<file path="config.mk">
export PLATFORM = sky130hd
export DESIGN_NAME = orange_frame_ctrl
export DESIGN_NICKNAME = d
export VERILOG_FILES = /design/src/rtl/orange_frame_ctrl.sv
export SDC_FILE = /design/constraint.sdc
export NUM_CORES = 1
export LEC_CHECK = 0
export BUFFER_PORTS_ARGS = -buffer_cell sky130_fd_sc_hd__buf_4
export CORE_ASPECT_RATIO = 1.25
export CORE_MARGIN = 2
export CORE_UTILIZATION = 25
export DETAILED_ROUTE_END_ITERATION = 7
export PLACE_DENSITY = 0.46
export SKIP_LAST_GASP = 1
export SYNTH_ARGS = -nofsm -noshare
export SYNTH_HDL_FRONTEND = slang
export SYNTH_SLANG_ARGS = --single-unit
</file>
<file path="constraint.sdc">
create_clock -name clk -period 9 [get_ports clk]
set_clock_uncertainty 0.2 [all_clocks]
set_input_delay 0.45 -clock clk [delete_from_list [all_inputs] [get_ports clk]]
set_output_delay 0.45 -clock clk [all_outputs]
set_load 0.005 [all_outputs]
</file>
<file path="src/rtl/orange_frame_ctrl.sv">
// orange_frame_ctrl: frame sequencer, L/C/R zone binning and decision handshake.
// Optional ORANGE_DEBOUNCE_EN debounces orange_detected over DEBOUNCE_FRAMES frames.
module orange_frame_ctrl #(
    parameter int H_ACTIVE        = 320,
    parameter int V_ACTIVE        = 240,
    parameter int LEFT_END        = 100,
    parameter int RIGHT_START     = 220,
    parameter int THRESHOLD       = 19200,
    parameter int CNT_W           = 18,
    parameter int DEBOUNCE_FRAMES = 3
) (
    input  logic             clk,
    input  logic             reset,
    input  logic             enable,
    input  logic             vsync,
    input  logic             href,
    input  logic             pix_valid,
    input  logic             is_orange,
    output logic             result_valid,
    input  logic             result_ready,
    output logic             orange_detected,
    output logic [2:0]       direction,
    output logic [CNT_W-1:0] orange_count,
    output logic             frame_error,
    output logic             overrun
);
    localparam int COL_W = $clog2(H_ACTIVE + 1);
    localparam int ROW_W = $clog2(V_ACTIVE + 1);
    localparam logic [CNT_W-1:0] CNT_MAX = '1;
    localparam logic [CNT_W-1:0] THR     = CNT_W'(THRESHOLD);
    localparam logic [COL_W-1:0] COL_END = COL_W'(H_ACTIVE);
    localparam logic [COL_W-1:0] LEFT_C  = COL_W'(LEFT_END);
    localparam logic [COL_W-1:0] RIGHT_C = COL_W'(RIGHT_START);
    localparam logic [ROW_W-1:0] ROW_END = ROW_W'(V_ACTIVE);

    typedef enum logic [1:0] {
        IDLE,
        SYNC,
        ACTIVE,
        DECIDE
    } state_t;

    state_t state, state_nxt;

    logic vsync_q, href_q, rise_q;
    logic vsync_fall, href_fall, frame_clr;
    logic [COL_W-1:0] col;
    logic col_ovf;
    logic [ROW_W-1:0] row;
    logic [CNT_W-1:0] cnt_l, cnt_c, cnt_r, total;
    logic frame_error_int;
    logic in_range, zone_l, zone_r;
    logic det, det_out;
    logic [2:0] dir_raw, dir_out;

    function automatic logic [CNT_W-1:0] sat_inc(input logic [CNT_W-1:0] v);
        return (v == CNT_MAX) ? v : v + 1'b1;
    endfunction

    assign vsync_fall = vsync_q & ~vsync;
    assign href_fall  = href_q & ~href;
    assign frame_clr  = (state == IDLE) || ((state == SYNC) && vsync_fall);
    assign in_range   = (col < COL_END) && (row < ROW_END);
    assign zone_l     = col < LEFT_C;
    assign zone_r     = col >= RIGHT_C;

    // The rise is registered once more so DECIDE lands two edges after it.
    always_ff @(posedge clk or posedge reset) begin
        if (reset) begin
            vsync_q <= 1'b0;
            href_q  <= 1'b0;
            rise_q  <= 1'b0;
        end else begin
            vsync_q <= vsync;
            href_q  <= href;
            rise_q  <= vsync & ~vsync_q;
        end
    end

    always_ff @(posedge clk or posedge reset) begin
        if (reset) state <= IDLE;
        else       state <= state_nxt;
    end

    always_comb begin
        state_nxt = state;
        case (state)
            IDLE:    if (enable) state_nxt = SYNC;
            SYNC:    if (vsync_fall) state_nxt = ACTIVE;
            ACTIVE:  if (rise_q) state_nxt = DECIDE;
            DECIDE:  state_nxt = SYNC;
            default: state_nxt = IDLE;
        endcase
        if (!enable) state_nxt = IDLE;
    end

    always_ff @(posedge clk or posedge reset) begin
        if (reset) begin
            col             <= '0;
            col_ovf         <= 1'b0;
            row             <= '0;
            cnt_l           <= '0;
            cnt_c           <= '0;
            cnt_r           <= '0;
            total           <= '0;
            frame_error_int <= 1'b0;
        end else if (frame_clr) begin
            col             <= '0;
            col_ovf         <= 1'b0;
            row             <= '0;
            cnt_l           <= '0;
            cnt_c           <= '0;
            cnt_r           <= '0;
            total           <= '0;
            frame_error_int <= 1'b0;
        end else if (state == ACTIVE) begin
            if (href_fall) begin
                col     <= '0;
                col_ovf <= 1'b0;
                if (row != ROW_END) row <= row + 1'b1;
                if ((col != COL_END) || col_ovf) frame_error_int <= 1'b1;
            end else if (href && pix_valid) begin
                // col parks at H_ACTIVE; col_ovf remembers a long line.
                if (col == COL_END) col_ovf <= 1'b1;
                else                col     <= col + 1'b1;
                if (is_orange && in_range) begin
                    total <= sat_inc(total);
                    if (zone_l)      cnt_l <= sat_inc(cnt_l);
                    else if (zone_r) cnt_r <= sat_inc(cnt_r);
                    else             cnt_c <= sat_inc(cnt_c);
                end
            end
        end
    end

    always_comb begin
        det     = total > THR;
        dir_raw = 3'b000;
        if (!det)                                    dir_raw = 3'b000;
        else if ((cnt_c >= cnt_l) && (cnt_c >= cnt_r)) dir_raw = 3'b011;
        else if (cnt_l > cnt_r)                      dir_raw = 3'b001;
        else if (cnt_r > cnt_l)                      dir_raw = 3'b010;
        else                                         dir_raw = 3'b011;
    end

`ifdef ORANGE_DEBOUNCE_EN
    localparam int DB_W = $clog2(DEBOUNCE_FRAMES + 1);

    logic db_state, db_state_nxt;
    logic [DB_W-1:0] db_cnt, db_cnt_nxt;

    always_comb begin
        db_state_nxt = db_state;
        db_cnt_nxt   = db_cnt;
        if (det == db_state) begin
            db_cnt_nxt = '0;
        end else if ((32'(db_cnt) + 1) >= DEBOUNCE_FRAMES) begin
            db_state_nxt = det;
            db_cnt_nxt   = '0;
        end else begin
            db_cnt_nxt = db_cnt + 1'b1;
        end
    end

    always_ff @(posedge clk or posedge reset) begin
        if (reset) begin
            db_state <= 1'b0;
            db_cnt   <= '0;
        end else if (state == DECIDE) begin
            db_state <= db_state_nxt;
            db_cnt   <= db_cnt_nxt;
        end
    end

    assign det_out = db_state_nxt;
    assign dir_out = db_state_nxt ? dir_raw : 3'b000;
`else
    assign det_out = det;
    assign dir_out = dir_raw;
`endif

    always_ff @(posedge clk or posedge reset) begin
        if (reset) begin
            result_valid    <= 1'b0;
            orange_detected <= 1'b0;
            direction       <= 3'b000;
            orange_count    <= '0;
            frame_error     <= 1'b0;
            overrun         <= 1'b0;
        end else if (state == DECIDE) begin
            result_valid    <= 1'b1;
            orange_detected <= det_out;
            direction       <= dir_out;
            orange_count    <= total;
            frame_error     <= frame_error_int;
            if (result_valid && !result_ready) overrun <= 1'b1;
        end else if (result_valid && result_ready) begin
            result_valid <= 1'b0;
        end
    end
endmodule

</file>
---- After elaboration in Yosys (flattened, before gate mapping) ----
Index checks and enable logic that the tools add are counted.
storage, ports and cells
  bits in registers ....................... 121
  bits of input ports ..................... 8
  output and inout bits ................... 25
  word-level logic and storage cells ...... 149
cells by class
  $add $sub $neg .......................... 6
  $lt $le $gt $ge ......................... 9
  equality and inequality tests ........... 20
  muxes and demuxes ....................... 57
  bitwise operators ....................... 6
  reduce and logical (&&, ||, !) cells .... 33
operators with widths
  operator                                                          number
  2-to-1 mux 18 bit                                                 29
  adder 18 x 1 -> 18 bit (second input constant)                    4
  == test 18 bit (second input constant)                            4
  2-to-1 mux 9 bit                                                  5
  >= comparator 18 bit                                              2
  greater-than comparator 18 bit                                    2
  2-to-1 mux 8 bit                                                  4
  greater-than comparator 18 x 15 -> 1 bit (second input constant)  1
  nonzero test 2 bit                                                9
  AND reduction 7 bit                                               2
  2-to-1 mux 1 bit                                                  12
  2-to-1 mux 2 bit                                                  6
  != test 2 bit (second input constant)                             6
  AND reduction 3 bit                                               4
  adder 9 x 1 -> 9 bit (second input constant)                      1
  == test 9 bit (second input constant)                             1
  >= comparator 9 x 8 -> 1 bit (second input constant)              1
  less-than comparator 9 x 7 -> 1 bit (second input constant)       1
  less-than comparator 9 bit (second input constant)                1
  != test 3 bit (second input constant)                             3
  != test 9 bit (second input constant)                             1
  adder 8 x 1 -> 8 bit (second input constant)                      1
  less-than comparator 8 bit (second input constant)                1
  != test 8 bit (second input constant)                             1
  other kinds (15)                                                  29

---- Logic depth before layout (Yosys ltp) ----
Gate-level depths: netlist (run 1).
  depth in word-level cells ............... 9
  gate-level depth with buffers ........... 10
  depth with buffers taken out ............ 9

---- Worst setup path after synthesis (run 1) ----
No wires, ideal clock.
  path type ............................... register -> register
  start point ............................. register state[0]
  end point ............................... register cnt_c[15]
  setup time .............................. 0.078 ns
  data arrival time ....................... 2.173 ns
  data required time ...................... 8.722 ns
  setup slack ............................. 6.548 ns
  stages on the path, launching flop included .. 9
  path buffers ............................ 0
  period minus slack after synthesis ...... 2.452 ns
  path through ............................ dfrtp_1 -> inv_1 -> ha_1 -> and3_1 -> nand4_1 -> a2111oi_4 -> nand4_2 -> or3_1 -> a21oi_1
on the way
  cells in the longest elaborated chain, start to end .. 5
  elaborated cells between the ends (all ways) .. 14
  those cells by class .................... 6 x eq/ne; 1 x mux; 7 x reduce/logical
RTL lines
  what                                                    RTL line  RTL
  start, declared                                         43        state_t state, state_nxt;
  start signal, assigned                                  82        else state <= state_nxt;
  == test 2 x 1 -> 1 bit                                  62        assign frame_clr = (state == IDLE) || ((state == SYNC) && vsync_fall);
  logical AND 1 bit                                       62
  logical OR 1 bit                                        62
  != test 2 bit (no source line) (tied with other cells)  n/a
  AND reduction 7 bit (no source line)                    n/a
  end signal, assigned                                    130       else cnt_c <= sat_inc(cnt_c);
  end, declared                                           50        logic [CNT_W-1:0] cnt_l, cnt_c, cnt_r, total;
Parallel ways exist; a longest one is shown, timed or not.
A chain may end at the register's enable or synchronous reset.

---- Final worst setup path (run 1) ----
  start point ............................. register state[0]
  end point ............................... register cnt_r[8]
on the way
  cells in the longest elaborated chain, start to end .. 5
  elaborated cells between the ends (all ways) .. 14
  those cells by class .................... 5 x eq/ne; 1 x mux; 8 x reduce/logical
RTL lines
  what                                                    RTL line  RTL
  == test 2 x 1 -> 1 bit                                  62
  logical AND 1 bit                                       62
  logical OR 1 bit                                        62
  != test 2 bit (no source line) (tied with other cells)  n/a
  AND reduction 7 bit (no source line)                    n/a
  end signal, assigned                                    129       else if (zone_r) cnt_r <= sat_inc(cnt_r);
  end, declared                                           50
Parallel ways exist; a longest one is shown, timed or not.

==> results of run 1 <==
## stage by stage
step	cell area, um2	instances	total power [mW]	worst slack (ns)	hold WS, ns
5_1_grt	8453	1151	1.523	5.833	0.03714
3_3_place_gp	7792	1117	0.7234	6.096	0.2228
4_1_cts	8453	1151	1.482	6.081	0.01980
3_5_place_dp	7792	1117	0.7247	6.097	0.2323
2_1_floorplan	7164	743	0.6741	5.164	0.2179
6_report	8453	1151	1.457	6.124	0.04228
## sequential cells by signal (all words and copies together), names as in the netlist, 2 cells and up
register,cells
cnt_c,18
cnt_l,18
cnt_r,18
orange_count,18
total,18
col,9
row,8
direction,2
state,2
## metal layers
layer	track usage, %	vias to the layer above	routed length [um]
li1	-	2668	-
met1	14.93	2609	7572
met2	21.57	65	9032
met3	2.240	14	429
met4	4.451	0	279
met5	0	-	0
## area by class of cell
class                   count  area [um2]  share of cell area (%)
clock inverters            15       215.2                   2.546
repair buffers             36       275.3                   3.256
clock buffers              17       425.4                   5.033
well taps                 355       444.2                   5.255
flip-flops and latches    120        3003                   35.52
multi-input cells         555        3889                   46.00
inverters                  53       201.4                   2.383
## cells in the final DEF (no fill, tap or decap), drive strengths merged, types with 10 or more instances in the layout
master	instances
nor2	102
xor2	25
inv	59
nand4	26
clkbuf	17
o21ai	26
buf	34
nand2	47
and4	10
mux2	19
nor4	12
dfrtp	120
xnor2	49
nor3	19
and2	11
a21o	10
ha	67
a21oi	31
nand3	26
## worst max-delay path, stage by stage (launching register included)
cell and delay (ns):
dfrtp_1 0.41, inv_1 0.09, ha_1 0.26, and3_1 0.23, nand4_1 0.22, nor3b_2 0.41
o31ai_4 0.29, nor4_1 0.40, xnor2_1 0.16, nor2_1 0.05
## report_power, final
| group | switching (mW) | leakage, nW | internal, mW |
|---|---|---|---|
| registers | 0.0118 | 1.67 | 0.552 |
| clock network | 0.276 | 0.309 | 0.471 |
| logic | 0.106 | 1.76 | 0.0400 |
| total | 0.394 | 3.73 | 1.06 |
## worst max path at each step
stage / from / endpoint / slack [ns] / depth (start not counted)
after global placement: state[0] / total[11] / 6.10 / 9
after global routing: state[0] / cnt_r[13] / 5.83 / 9
after floorplan: reset / cnt_c[0] / 5.16 / 1
final: state[0] / cnt_r[8] / 6.12 / 9
after CTS: state[0] / cnt_r[8] / 6.08 / 9
after detailed placement: state[0] / total[11] / 6.10 / 9
## kinds of logic (layout without fill, tap and decap cells)
kind of cell	Yosys count	in the layout	synth area share, %
xor+xnor	74	74	9.046
mux	22	22	3.406
fa+ha+maj	67	67	11.70
other cells	1	1	0.05234
buf+inv	68	121	3.825
compound gates	97	97	8.889
simple gates	294	294	21.17
flops	120	120	41.91
==> impl_metrics.yaml, run 1 <==
outcome:
  run_status: "completed"
placed_design:
  place.gp.congestion: 0.7990
  io_buffers: 31
  dpl.hpwl_um: 12480
synthesis:
  synthTopCellsByCount: "120 x dfrtp_1, 102 x nor2_1, 67 x ha_1"
  yosys.area.top_type: "dfrtp_1"
  synth_area_leaders: "dfrtp_1 42%, ha_1 12%, xnor2_1 6.0%"
  yosysWarnings: 0
  syn_avg_cell_area_um2: 9.642
  synth_seq_cells: 120
  yosys.cell_count.top_type: "dfrtp_1"
  netlist_area_um2: 7164
  synthCells: 743
  synth.distinct_cells: 57
  synth_top_area_share_pct: 41.91
  synth_seq_area_share_pct: 41.91
  synth_edf_count: 0
  synthFlopType: "dfrtp_1"
  async_reset_ff_share_pct: 100.0
  synth_nets: 818
cts:
  h-tree-depth: 4
  cts_resized: 0
  cts_tree: "done"
  ctsHoldBuffers: 2
  root_buffer: "clkbuf_16"
  clkSinkCount: 120
  cts_buffers: 17
  clock_latency_ns: 0.42
  cts_buffer_depth: 2
  cts_setup_buffers: 0
  clk_pin_slew_ns: 0.06
power:
  max-vdd-ir-drop_mv: 0.1178
  power_density_nw_per_um2: 172.4
  leakagePower_nw: 3.732
routing:
  drc: 0
  firstDrtPassIters: 6
  wire_per_inst_um: 15.04
  via_per_inst: 4.653
  vias: 5356
  wirelength_um: 17310
  postRouteAntennaNets: 0
  first_iter_violations: 165
die:
  io_pins: 33
  fp.dieH_um: 193.3
  initial_core_util_pct: 25.30
  rows: 69
  die_w_um: 155.4
  die-area_um2: 30040
  core_region_area_um2: 28320
grt:
  grt_overflow_total: 0
  grt_pass1_wl_um: 29240
  grt_pass1_vias: 5497
  grt_use_total_pct: 12.29
  grt_max_degree: 86
  antenna_found_initial: 0
timing:
  worst_slew_pin_slew_ns: 1.008
  maxSlewHeadroom_pct: 32.83
  period_share_pct: 31.96
  tns_ns: 0
  fin_crit_ns: 2.876
  finalSetupViolCount: 0
  max_freq_mhz: 347.6
  rsz0062_at_grt: "no"
  drv_slew: 0
  hold_viol_final: 0
layout:
  drive_gt1_share_pct: 12.94
  fillers: 3016
  diodes: 0
  fin_util_pct: 29.85
  syn_to_final_growth_pct: 17.99
  nNetsFinal: 858
min_path:
  hold_start: "enable"
  min_path_cells: 2
  hold_path.class: "in -> reg"
  hold-path-endpoint: "state[0]"
setup_path:
  required_ns: 9.06
  r2r_cells: 9
  path_max_fanout: 19
  r2r-end: "cnt_r[8]"
  end_kind: "flip-flop"
  path_class: "reg -> reg"
  rrSetupSlack_ns: 6.12
  arrival_ns: 2.94
  start_kind: "flip-flop"
  r2r_start: "state[0]"
run:
  maxCapViolations: 0
Note: power is estimated with default switching activity, not from simulation.
==> inputs of run 2 (changes only) <==
Settings changed: PLACE_DENSITY 0.46 to 0.48.
Clock period 9 ns to 2.6 ns, I/O delays scaled along.
==> run 2 against run 1 <==
Effect of this change: via count is 2.5% higher; hold slack better by 0.0088 ns; critical path depth is 2 higher; combinational power grew to 3.9 times the previous value; non-clock buffer count is 53 higher; clock power grew to 3.3 times the previous value; largest cell class unchanged; largest power group unchanged.
==> impl_metrics.yaml, run 2 (same netlist as run 1, synthesis figures left out) <==
grt:
  use_met1_pct: 14.78
  busiest_layer: "met2"
  grtUsageMet2_pct: 22.06
  grt_overflow_total: 0
  grt_pass1_wl_um: 29500
  use_met3_pct: 2.419
  grt_max_degree: 55
  grt_use_total_pct: 12.34
  grt_pass1_vias: 5644
  antenna_found_initial: 0
cts:
  cts_buffers: 17
  root_buffer: "clkbuf_16"
  cts_buffer_depth: 2
  h-tree-depth: 4
  clock_latency_ns: 0.42
  clkSinkCount: 120
  clk_pin_slew_ns: 0.06
  cts_tree: "done"
setup_path:
  slowest_delay_ns: 0.37
  arrival_ns: 2.54
  required_ns: 2.70
  path_max_fanout: 16
  start_kind: "flip-flop"
  end_kind: "flip-flop"
  critPathSlowestCell: "dfrtp_1"
  cp_cell_sequence: "inv_1 > ha_1 > and3_1 > nand4_1 > nor3b_2 > buf_4 > o31ai_4 > buf_12 > nor4_1 > xnor2_1 > nor2_1"
  path_class: "reg -> reg"
routing:
  wirelength_um: 17610
  wire_per_inst_um: 14.63
  vias: 5490
  firstDrtPassIters: 4
  drc: 0
  postRouteAntennaNets: 0
  first_iter_violations: 213
  via_per_inst: 4.560
die:
  io_pins: 33
  fp.dieH_um: 193.3
  core_region_area_um2: 28320
  die_w_um: 155.4
  initial_core_util_pct: 25.30
  die-area_um2: 30040
  rows: 69
power:
  max-vdd-ir-drop_mv: 0.4286
  p_sw_mw: 1.422
  power_density_nw_per_um2: 560.5
  p_sw_share_pct: 28.52
  power.internal_mw: 3.565
  leakagePower_nw: 4.009
  seqPwrFrac_pct: 39.1
  combPwrFrac_pct: 11.5
  clockPowerShare_pct: 49.4
  finalPower_mw: 4.988
layout:
  ff_latch_area_um2: 3003
  drive_gt1_share_pct: 18.61
  final_cells: 1204
  diodes: 0
  final_common_cell: "dfrtp_1"
  nNetsFinal: 911
  fillers: 2996
  syn_to_final_growth_pct: 24.21
  final_cell_area_um2: 8899
  multiInputGateArea_um2: 3913
  mostFrequentLayoutCells: "120 x dfrtp_1, 102 x nor2_1, 80 x buf_4, 67 x ha_1, 52 x inv_1"
placed_design:
  placed_cell_area_um2: 8199
  io_buffers: 31
  place.gp.congestion: 0.7980
  dpl.hpwl_um: 13120
  dp_cells: 1166
timing:
  finalSetupViolCount: 0
  fin_crit_ns: 2.446
  worst_slew_pin_slew_ns: 0.6743
  maxSlewHeadroom_pct: 54.64
  period_share_pct: 94.08
  max_freq_mhz: 408.8
  rsz0062_at_grt: "yes"
  hold_viol_final: 0
  drv_slew: 0
outcome:
  run_status: "completed"
min_path:
  hold_path.class: "in -> reg"
run:
  maxCapViolations: 0
run 2: timing repair:
item,in CTS,in global routing
resized for setup,0,6
endpoints found under the hold margin,31,0
hold buffers,5,0
setup endpoints to repair,0,11
buffers inserted,0,1
run 2: per-layer routing:
layer / up-vias / routed length, um
li1: 2775 / -
met1: 2629 / 7832
met2: 65 / 9150
met3: 21 / 342
met4: 0 / 288
met5: - / 0
run 2: worst max-delay path, delay by kind of cell (launching register included):
kind / cells / cell delay, ns
adder cells (fa/ha/maj): 1 / 0.17
AO/OA/AOI/OAI: 1 / 0.07
flip-flops: 1 / 0.37
buffers and inverters: 3 / 0.40
XOR/XNOR: 1 / 0.16
AND/OR/NAND/NOR: 5 / 0.94
run 2: cell type report:
type / count / area share, %
tap: 355 / 4.992
inverter: 53 / 2.278
clock buffer: 17 / 4.781
clock inverter: 15 / 2.025
multi-input combinational: 555 / 43.97
timing repair buffer: 89 / 8.211
sequential: 120 / 33.75
run 2: final timing paths:
check	cells past startpoint	from	slack, ns	endpoint
setup / recovery	11	state[0]	0.15	cnt_r[15]
hold / removal	5	pix_valid	0.05	col[1]
setup reg to reg	11	state[0]	0.15	cnt_r[15]
hold reg to reg	1	vsync_q	0.24	rise_q
max in group asynchronous	4	reset	1.36	cnt_c[1]
min in group asynchronous	3	reset	0.17	total[11]
run 2: stage by stage:
stage	utilization, %	hold WS, ns	TNS, ns	worst slack [ns]
global route	31.42	0.08079	-0.03757	-0.02401
floorplan	-	-0.03857	0	0.1484
detailed placement	28.95	0.06295	0	0.1024
finish	31.42	0.05109	0	0.1539
CTS	31.27	0.04259	0	0.08905
global placement	28.95	0.06168	0	0.1147
run 2: power groups by stage:
stage               Sequential, mW  Clock, mW  Combinational [mW]
CTS                           1.95       2.53               0.594
global placement              1.98          0               0.588
floorplan                     1.98          0               0.356
detailed placement            1.98          0               0.588
global route                  1.95       2.61               0.651
finish                        1.95       2.46               0.575
